`src/rtl/mc_incn_r_pkg.sv`:
```
// Shared memory-controller constants used by the incrementer and its users.
package mc_incn_r_pkg;

    // Default operand width of the registered incrementer
    localparam int MC_INCN_DEFAULT_W = 32;

    // Width of the async-device (ACS) burst address counter in the address selector
    localparam int MC_ACS_ADDR_W = 24;

endpackage : mc_incn_r_pkg

```
`src/rtl/mc_incn_r.sv`:
```
// Registered N-bit incrementer: inc_out = inc_in + 1 (mod 2^incN_width), one
// clock of latency. inc_in must stay stable for a full cycle before inc_out is
// sampled.
//
// Build option MC_INCN_FULL_REG_EN:
//   undefined - split pipeline. The lower half and its carry-out are
//               registered. The upper half is added combinationally from
//               inc_in using the registered carry. Reset clears only the
//               lower register, so the upper input bits still pass through.
//   defined   - the whole sum is registered. There is no combinational path
//               from inc_in to inc_out, and reset clears every output bit.
module mc_incn_r
    import mc_incn_r_pkg::*;
#(
    parameter int incN_width = MC_INCN_DEFAULT_W
) (
    input  logic                  clk,
    input  logic                  rst,
    input  logic [incN_width-1:0] inc_in,
    output logic [incN_width-1:0] inc_out
);

`ifdef MC_INCN_FULL_REG_EN

    logic [incN_width-1:0] out_d;
    logic [incN_width-1:0] out_q;

    // Full-width next sum; wraps to zero on all-ones input
    always_comb begin
        out_d = inc_in + incN_width'(1);
    end

    // Register the complete result; reset takes priority over the load
    always_ff @(posedge clk) begin
        if (rst) begin
            out_q <= '0;
        end else begin
            out_q <= out_d;
        end
    end

    assign inc_out = out_q;

`else

    // Split point: lower C bits are registered, the remaining bits form the upper part
    localparam int C    = incN_width / 2;
    localparam int HI_W = incN_width - C;

    logic [C:0]      lo_d;   // bit C is the carry out of the lower half
    logic [C:0]      lo_q;
    logic [HI_W-1:0] hi;

    // Lower-half increment, widened by one bit to capture the carry
    always_comb begin
        lo_d = {1'b0, inc_in[C-1:0]} + (C+1)'(1);
    end

    // Load the lower sum every edge; reset takes priority over the load
    always_ff @(posedge clk) begin
        if (rst) begin
            lo_q <= '0;
        end else begin
            lo_q <= lo_d;
        end
    end

    // Upper half uses the live inc_in bits plus the registered carry, truncated to HI_W
    always_comb begin
        hi = inc_in[incN_width-1:C] + HI_W'(lo_q[C]);
    end

    assign inc_out = {hi, lo_q[C-1:0]};

`endif

endmodule : mc_incn_r

```
`config.mk`:
```
export PLATFORM = sky130hd
export DESIGN_NAME = mc_incn_r
export DESIGN_NICKNAME = d
export VERILOG_FILES = /design/src/rtl/mc_incn_r_pkg.sv /design/src/rtl/mc_incn_r.sv
export SDC_FILE = /design/constraint.sdc
export NUM_CORES = 1
export LEC_CHECK = 0
export ABC_AREA = 1
export BUFFER_PORTS_ARGS = -buffer_cell sky130_fd_sc_hd__buf_2
export CORE_MARGIN = 2
export CORE_UTILIZATION = 30
export CTS_CLUSTER_SIZE = 25
export DETAILED_ROUTE_END_ITERATION = 6
export PLACE_DENSITY_LB_ADDON = 0.25
export SLEW_MARGIN = 20
export SYNTH_ARGS = -nofsm -noshare
export SYNTH_HDL_FRONTEND = slang
export SYNTH_SLANG_ARGS = --single-unit
```
`constraint.sdc`:
```
create_clock -name clk -period 3.42 [get_ports clk]
set_clock_uncertainty 0.15 [all_clocks]
set_input_delay 0.342 -clock clk [delete_from_list [all_inputs] [get_ports clk]]
set_output_delay 0.342 -clock clk [all_outputs]
set_load 0.05 [all_outputs]
```
==> key figures, run 1 <==
Clock network
  • Hold_buf cts: 0
  • Clock-pin transition on the worst setup and hold timing paths: around 70 ps
  • Num Clock Sinks: 17
  • Clock Path Buffers: 2
  • Number of buffers added for setup after CTS: 0
  • CTS tree: done
  • CTS buffer count: 3
  • Post-cts gate resize count: 0
  • CTS Root Cell: clkbuf_8
  • Htree depth: 1

Floorplan
  • Placeable core area: between 0.004 and 0.005 mm^2
  • I/O pin cnt: 66
  • Chip width: between 60 and 70 um
  • Chip height: between 60 and 70 um
  • Std-Cell Rows: 23
  • Die footprint: approximately 0.0049 mm^2
  • Initial Util: between 30% and 40%

Power
  • Flop pwr share: between 30% and 40%
  • Net Sw Power: slightly above 0.2 mW
  • Combinational share of power: ~33%
  • Peak supply drop: roughly 0.22 mV
  • Int Power: ~0.34 mW
  • Clk network pwr share: roughly 28%
  • Sw Ratio: a little under two fifths
  • PD cells: roughly 330 mW/mm^2
  • P_leak: 0.907 nW
  • Final Power: roughly 0.54 mW

Synthesis
  • Synth area leader: dfxtp_1
  • Yosys cell types: 25
  • Main synth FF type: dfxtp_1
  • Largest family of logic cells by synthesized area: simple AND/OR/NAND/NOR gates
  • Top post-synthesis cells by area: dfxtp_1 26%, nand2_1 15%, nor2_1 10%, buf_4 9.3%, inv_1 5.8%
  • Post-Synth Simple-Gate Area: between 30% and 40%
  • EDFF count, synth: 0
  • Yosys top cell area share: 26.3%
  • Compound-gate portion of the synthesized area: about 6.6%
  • Cells after Synth: a little over 200
  • Asr flop ratio synth: 0%
  • Mux share of post-synthesis cell area: 0%
  • Adder-Cell Fraction of Synth Area: approximately 2.9%
  • Synth cell count leaders: 53 x nand2_1, 35 x nor2_1, 20 x inv_1
  • Mapped Area: approximately 0.0013 mm^2
  • Seq cells post-synth: 17
  • Post-synthesis xor/xnor area fraction: between 8 and 9%
  • Post-synthesis sequential area ratio: a little over a quarter
  • Post-Syn Nets: between 200 and 250
  • YS warnings: 0
  • Synth Area per Inst: 6.32 um^2
  • Count leader, synth: nand2_1

Layout
  • Layout area overhead: 23.8%
  • Finished Core Util: around two fifths
  • Max reg flops: 17
  • ANT cells: 0
  • Fillcell total: between 400 and 500
  • Layout cells sized above 1: 32.3%
  • Cell Count, Final, Fillers Out: a little over 300
  • Largest registers: lo_q x17
  • Nets: a little under 300
  • Biggest register: lo_q

Worst setup path
  • Buf+Inv Stages, Crit Path: 1
  • Stages on the worst setup path: 7
  • Worst-path cell chain: ha_1 > nand2_2 > nor2_8 > nand2_4 > nor2_4 > xor2_1 > buf_2
  • Crit path max fanout: 6
  • Critical Path RT: between 2000 and 3000 ps
  • Crit path largest cell delay: 340 ps
  • Top Family by Delay on Critical Path: simple AND/OR/NAND/NOR gates
  • Startpoint types: register
  • Setup crit end kind: output port
  • Type of the worst setup path: reg2out
  • Slowest CP cell: dfxtp_1
  • Crit path DAT: 1650 ps

Place
  • HPWL after DPL: about 2400 um
  • # port buffers: 65
  • Placed cells: between 300 and 400
  • Routability cong.: 0.861

Min path
  • Tightest Hold Check Type: in2reg
  • Hold path endpoint: lo_q[0]
  • HP Start: inc_in[0]
  • Worst Hold Depth: 2

Global routing
  • Remaining Overflow, GRT: 0
  • Antenna violations before repair: 0
  • All-Layer GR Usage: a little under an eighth
  • Largest net degree at the start of global routing: 11
  • Vias in the first global route: 1,083
  • Global-route wire length before repair: about 4700 um

STA
  • Max Clk Rate: approximately 470 MHz
  • Slew @ Worst Pin: about 270 ps
  • Slew HR: about 82%
  • Final hold viol count: 0
  • RSZ-0062 raised after global routing: false
  • Period utilisation layout: a little over three fifths
  • Final Setup Violations: 0
  • Slew Limit Fails: 0
  • Shortest period the worst path allows: approximately 2100 ps
  • Setup TNS: 0 ps

Detailed routing
  • Per-cell routed wire length: about 9.2 um
  • DR vias: 1,270
  • # DRC: 0
  • Post-Route WL: 2830 um
  • DR pass1 iterations: 4
  • Post-route ant nets: 0
  • Vias per cell: roughly 4.1
  • Initial drt markers: 25

Run status
  • Status: finished clean

Job
  • Max cap viols: 0
-- cells in the final DEF, fill, tap and decap left out, drive strengths merged --
cell type,Yosys,layout
nand4,1,1
clkinv,2,3
inv,25,25
a21oi,7,7
xnor2,4,4
clkbuf,0,3
nand3,12,12
o21ai,4,4
nand2,57,57
dfxtp,17,17
nor3,5,5
xor2,8,8
ha,3,3
o21bai,3,3
nor2,39,39
buf,17,65
o21a,1,1
-- layout make-up --
cell class	instances	area (um^2)	share of cell area (%)
multi-input combinational	144	728	45.4
sequential	17	340	21.2
timing repair buffer	65	325	20.3
inverter	27	103	6.39
tap	50	62.6	3.90
clock buffer	3	41.3	2.57
clock inverter	1	5.00	0.312
-- through the flow --
| stage | area, um^2 | setup slack [ps] | hold slack, ps |
|---|---|---|---|
| floorplan | 1300 | 1230 | 264 |
| global placement | 1560 | 1440 | 404 |
| detailed placement | 1560 | 1430 | 412 |
| CTS | 1610 | 1250 | 139 |
| global route | 1610 | 1130 | 157 |
| finish | 1610 | 1280 | 148 |
-- routing by layer --
metal	vias to the layer above	share of wire [%]	GRT usage, %
met2	39	45	18.7
met3	5	6.9	3.63
met4	0	1.3	3.85
met1	510	47	15.3
li1	716	-	-
met5	-	0	0
-- worst max-delay path by stage --
stage	startpoint	endpoint	slack (ps)
floorplan	inc_in[16]	inc_out[26]	1230
global placement	inc_in[16]	inc_out[26]	1440
detailed placement	inc_in[16]	inc_out[26]	1430
CTS	lo_q[16]	inc_out[25]	1250
global route	lo_q[16]	inc_out[27]	1130
finish	lo_q[16]	inc_out[25]	1280
-- power by group through the flow --
stage | combinational [mW] | sequential, mW | clock (mW)
2_1_floorplan | 0.135 | 0.216 | 0
3_3_place_gp | 0.176 | 0.216 | 0
3_5_place_dp | 0.176 | 0.216 | 0
4_1_cts | 0.177 | 0.211 | 0.158
5_1_grt | 0.189 | 0.212 | 0.169
6_report | 0.175 | 0.211 | 0.151
-- logic make-up (layout without fill, tap and decap cells) --
group / count (synthesis) / after routing
AO/OA/AOI/OAI: 15 / 15
XOR/XNOR: 12 / 12
flip-flops: 17 / 17
buffers and inverters: 44 / 96
AND/OR/NAND/NOR: 114 / 114
adder cells (fa/ha/maj): 3 / 3
No activity file was read; power rests on OpenSTA's default activity.
==> run 2: changes to the inputs <==
==> constraint.sdc (replaced) <==
create_clock -name clk -period 1.9 [get_ports clk]
set_clock_uncertainty 0.15 [all_clocks]
set_input_delay 0.19 -clock clk [delete_from_list [all_inputs] [get_ports clk]]
set_output_delay 0.19 -clock clk [all_outputs]
set_load 0.05 [all_outputs]
==> key figures, run 2 (same netlist as run 1, synthesis figures left out) <==
STA
  • Period utilisation layout: a little over nine tenths
  • Shortest period the worst path allows: ~1800 ps
  • Slew Limit Fails: 0 (unchanged)
  • Max Clk Rate: roughly 540 MHz
  • RSZ-0062 raised after global routing: true
  • Slew HR: 81.4% (-0.79 points)
  • Slew @ Worst Pin: 278 ps (+11.8 ps)
  • Final hold viol count: 0 (unchanged)
  • Final Setup Violations: 0 (unchanged)

Clock network
  • CTS tree: done
  • Clock Path Buffers: 2 (unchanged)
  • Htree depth: 1 (unchanged)
  • CTS buffer count: 3 (unchanged)
  • Num Clock Sinks: 17 (unchanged)
  • CTS Root Cell: clkbuf_8
  • Clock-pin transition on the worst setup and hold timing paths: 80 ps (about the same)

Layout
  • Commonest non-fill, non-tap cell in the layout: buf_2
  • Nets: 298 (+1.0%)
  • Finished Core Util: 43.2% (+3.9 points)
  • Most frequent cells in the layout: 57 x buf_2, 52 x nand2_1, 33 x nor2_1, 20 x inv_1, 16 x dfxtp_1
  • Max reg flops: 17 (unchanged)
  • Largest registers: lo_q x17
  • Layout area overhead: 36.2%
  • Biggest register: lo_q
  • ANT cells: 0 (unchanged)
  • Layout cells sized above 1: 37.3% (+5.0 points)

Job
  • Max cap viols: 0 (unchanged)

Worst setup path
  • Type of the worst setup path: reg2out
  • Slowest CP cell: dfxtp_4
  • Worst-path cell chain: ha_4 > nand2_4 > nor2_8 > nand2_4 > clkinv_2 > nand2_1 > xor2_2 > buf_6
  • Most numerous cell on the critical path: nand2_4
  • Crit path largest cell delay: 370 ps (+30 ps)
  • Top Family by Delay on Critical Path: flip-flops
  • Setup crit end kind: output port
  • Critical Path RT: 1560 ps (-1370 ps)
  • Crit path max fanout: 6 (unchanged)
  • Startpoint types: register
  • Buf+Inv Stages, Crit Path: 2 (+1)
  • Crit path DAT: 1510 ps (-140 ps)

Power
  • Peak supply drop: 0.343 mV (+54%)
  • PD cells: 562 mW/mm^2 (+68%)
  • P_leak: 0.970 nW (+6.9%)
  • Final Power: 0.992 mW (+85%)

Detailed routing
  • DR pass1 iterations: 4 (unchanged)
  • Vias per cell: 4.27 (+3.2%)
  • Post-Route WL: 3000 um (+6.1%)
  • Post-route ant nets: 0 (unchanged)
  • Initial drt markers: 26 (+4.0%)
  • DR vias: 1,324 (+4.3%)
  • Per-cell routed wire length: 9.69 um (+5.1%)
  • # DRC: 0 (unchanged)

Run status
  • Status: finished clean

Global routing
  • Largest net degree at the start of global routing: 12 (+1)
  • Routing usage on met2: 20.1% (+1.4 points)
  • Vias in the first global route: 1,175 (+8.5%)
  • Remaining Overflow, GRT: 0 (unchanged)
  • Global-route wire length before repair: 4890 um (+3.5%)
  • All-Layer GR Usage: 12.0% (+0.21 points)
  • Met3 Track Usage GR: 2.47% (-1.2 points)
  • Gr busiest metal: met2
  • M1 GR Usage: 15.9% (+0.64 points)
  • Antenna violations before repair: 0 (unchanged)

Floorplan
  • Die footprint: 0.00486 mm^2 (unchanged)
  • Chip height: 69.7 um (unchanged)
  • Placeable core area: 0.00409 mm^2 (unchanged)
  • Std-Cell Rows: 23 (unchanged)
  • Chip width: 69.7 um (unchanged)
  • I/O pin cnt: 66 (unchanged)
  • Initial Util: 31.7% (unchanged)

Place
  • Routability cong.: 0.807 (-6.3%)
  • # port buffers: 65 (unchanged)
  • HPWL after DPL: 2480 um (+2.7%)

Min path
  • Tightest Hold Check Type: in2reg
-- run 2: cell count changes in the layout (fill, tap and decap cells not counted), moves of 2 or more --
cell,change
buf_2,-8
xnor2_1,-2
nor2_1,-2
xnor2_2,+2
ha_1,-2
buf_4,+2
clkbuf_4,+3
buf_6,+5
nand2_4,+2
xor2_2,+3
ha_4,+2
xor2_1,-3
-- run 2: layout make-up --
type	instances	area, um^2
fill	443	2320
multi-input combinational	144	818
timing repair buffer	68	389
sequential	17	344
inverter	27	103
tap	50	62.6
clock buffer	3	41.3
clock inverter	1	7.51
-- run 2: final timing paths --
| kind | to | cells after the start | startpoint | slack [ps] |
|---|---|---|---|---|
| worst min-delay path | lo_q[4] | 2 | inc_in[4] | 40 |
| worst max-delay path | inc_out[26] | 8 | lo_q[16] | 50 |
-- run 2: metal layers --
layer | share of wire, % | wire length [um]
met1 | 46 | 1370
met2 | 48 | 1440
met4 | 0.33 | 10
met5 | 0 | 0
met3 | 5.9 | 177
-- run 2: repair_timing --
item | CTS | global route
hold endpoints to repair | 1 | 0
setup endpoints to repair | 8 | 11
pin swaps | 2 | 4
buffers inserted | 1 | 1
resized for setup | 9 | 17
hold buffers | 1 | 0
-- run 2: power breakdown --
| group | switching, mW | internal, mW |
|---|---|---|
| Combinational | 0.239 | 0.0959 |
| Sequential | 0.00398 | 0.374 |
| Clock | 0.131 | 0.147 |
-- run 2: stage by stage --
| step | instances | hold WS [ps] | setup TNS, ps | setup slack [ps] | area, um^2 |
|---|---|---|---|---|---|
| 4_1_cts | 309 | 41.6 | -13.8 | -13.8 | 1690 |
| 5_1_grt | 310 | 34.9 | -59.6 | -23.4 | 1770 |
| 2_1_floorplan | 205 | 112 | 0 | 4.67 | 1330 |
| 3_5_place_dp | 303 | 259 | 0 | 118 | 1600 |
| 3_3_place_gp | 303 | 255 | 0 | 185 | 1600 |
| 6_report | 310 | 37.6 | 0 | 52.9 | 1770 |
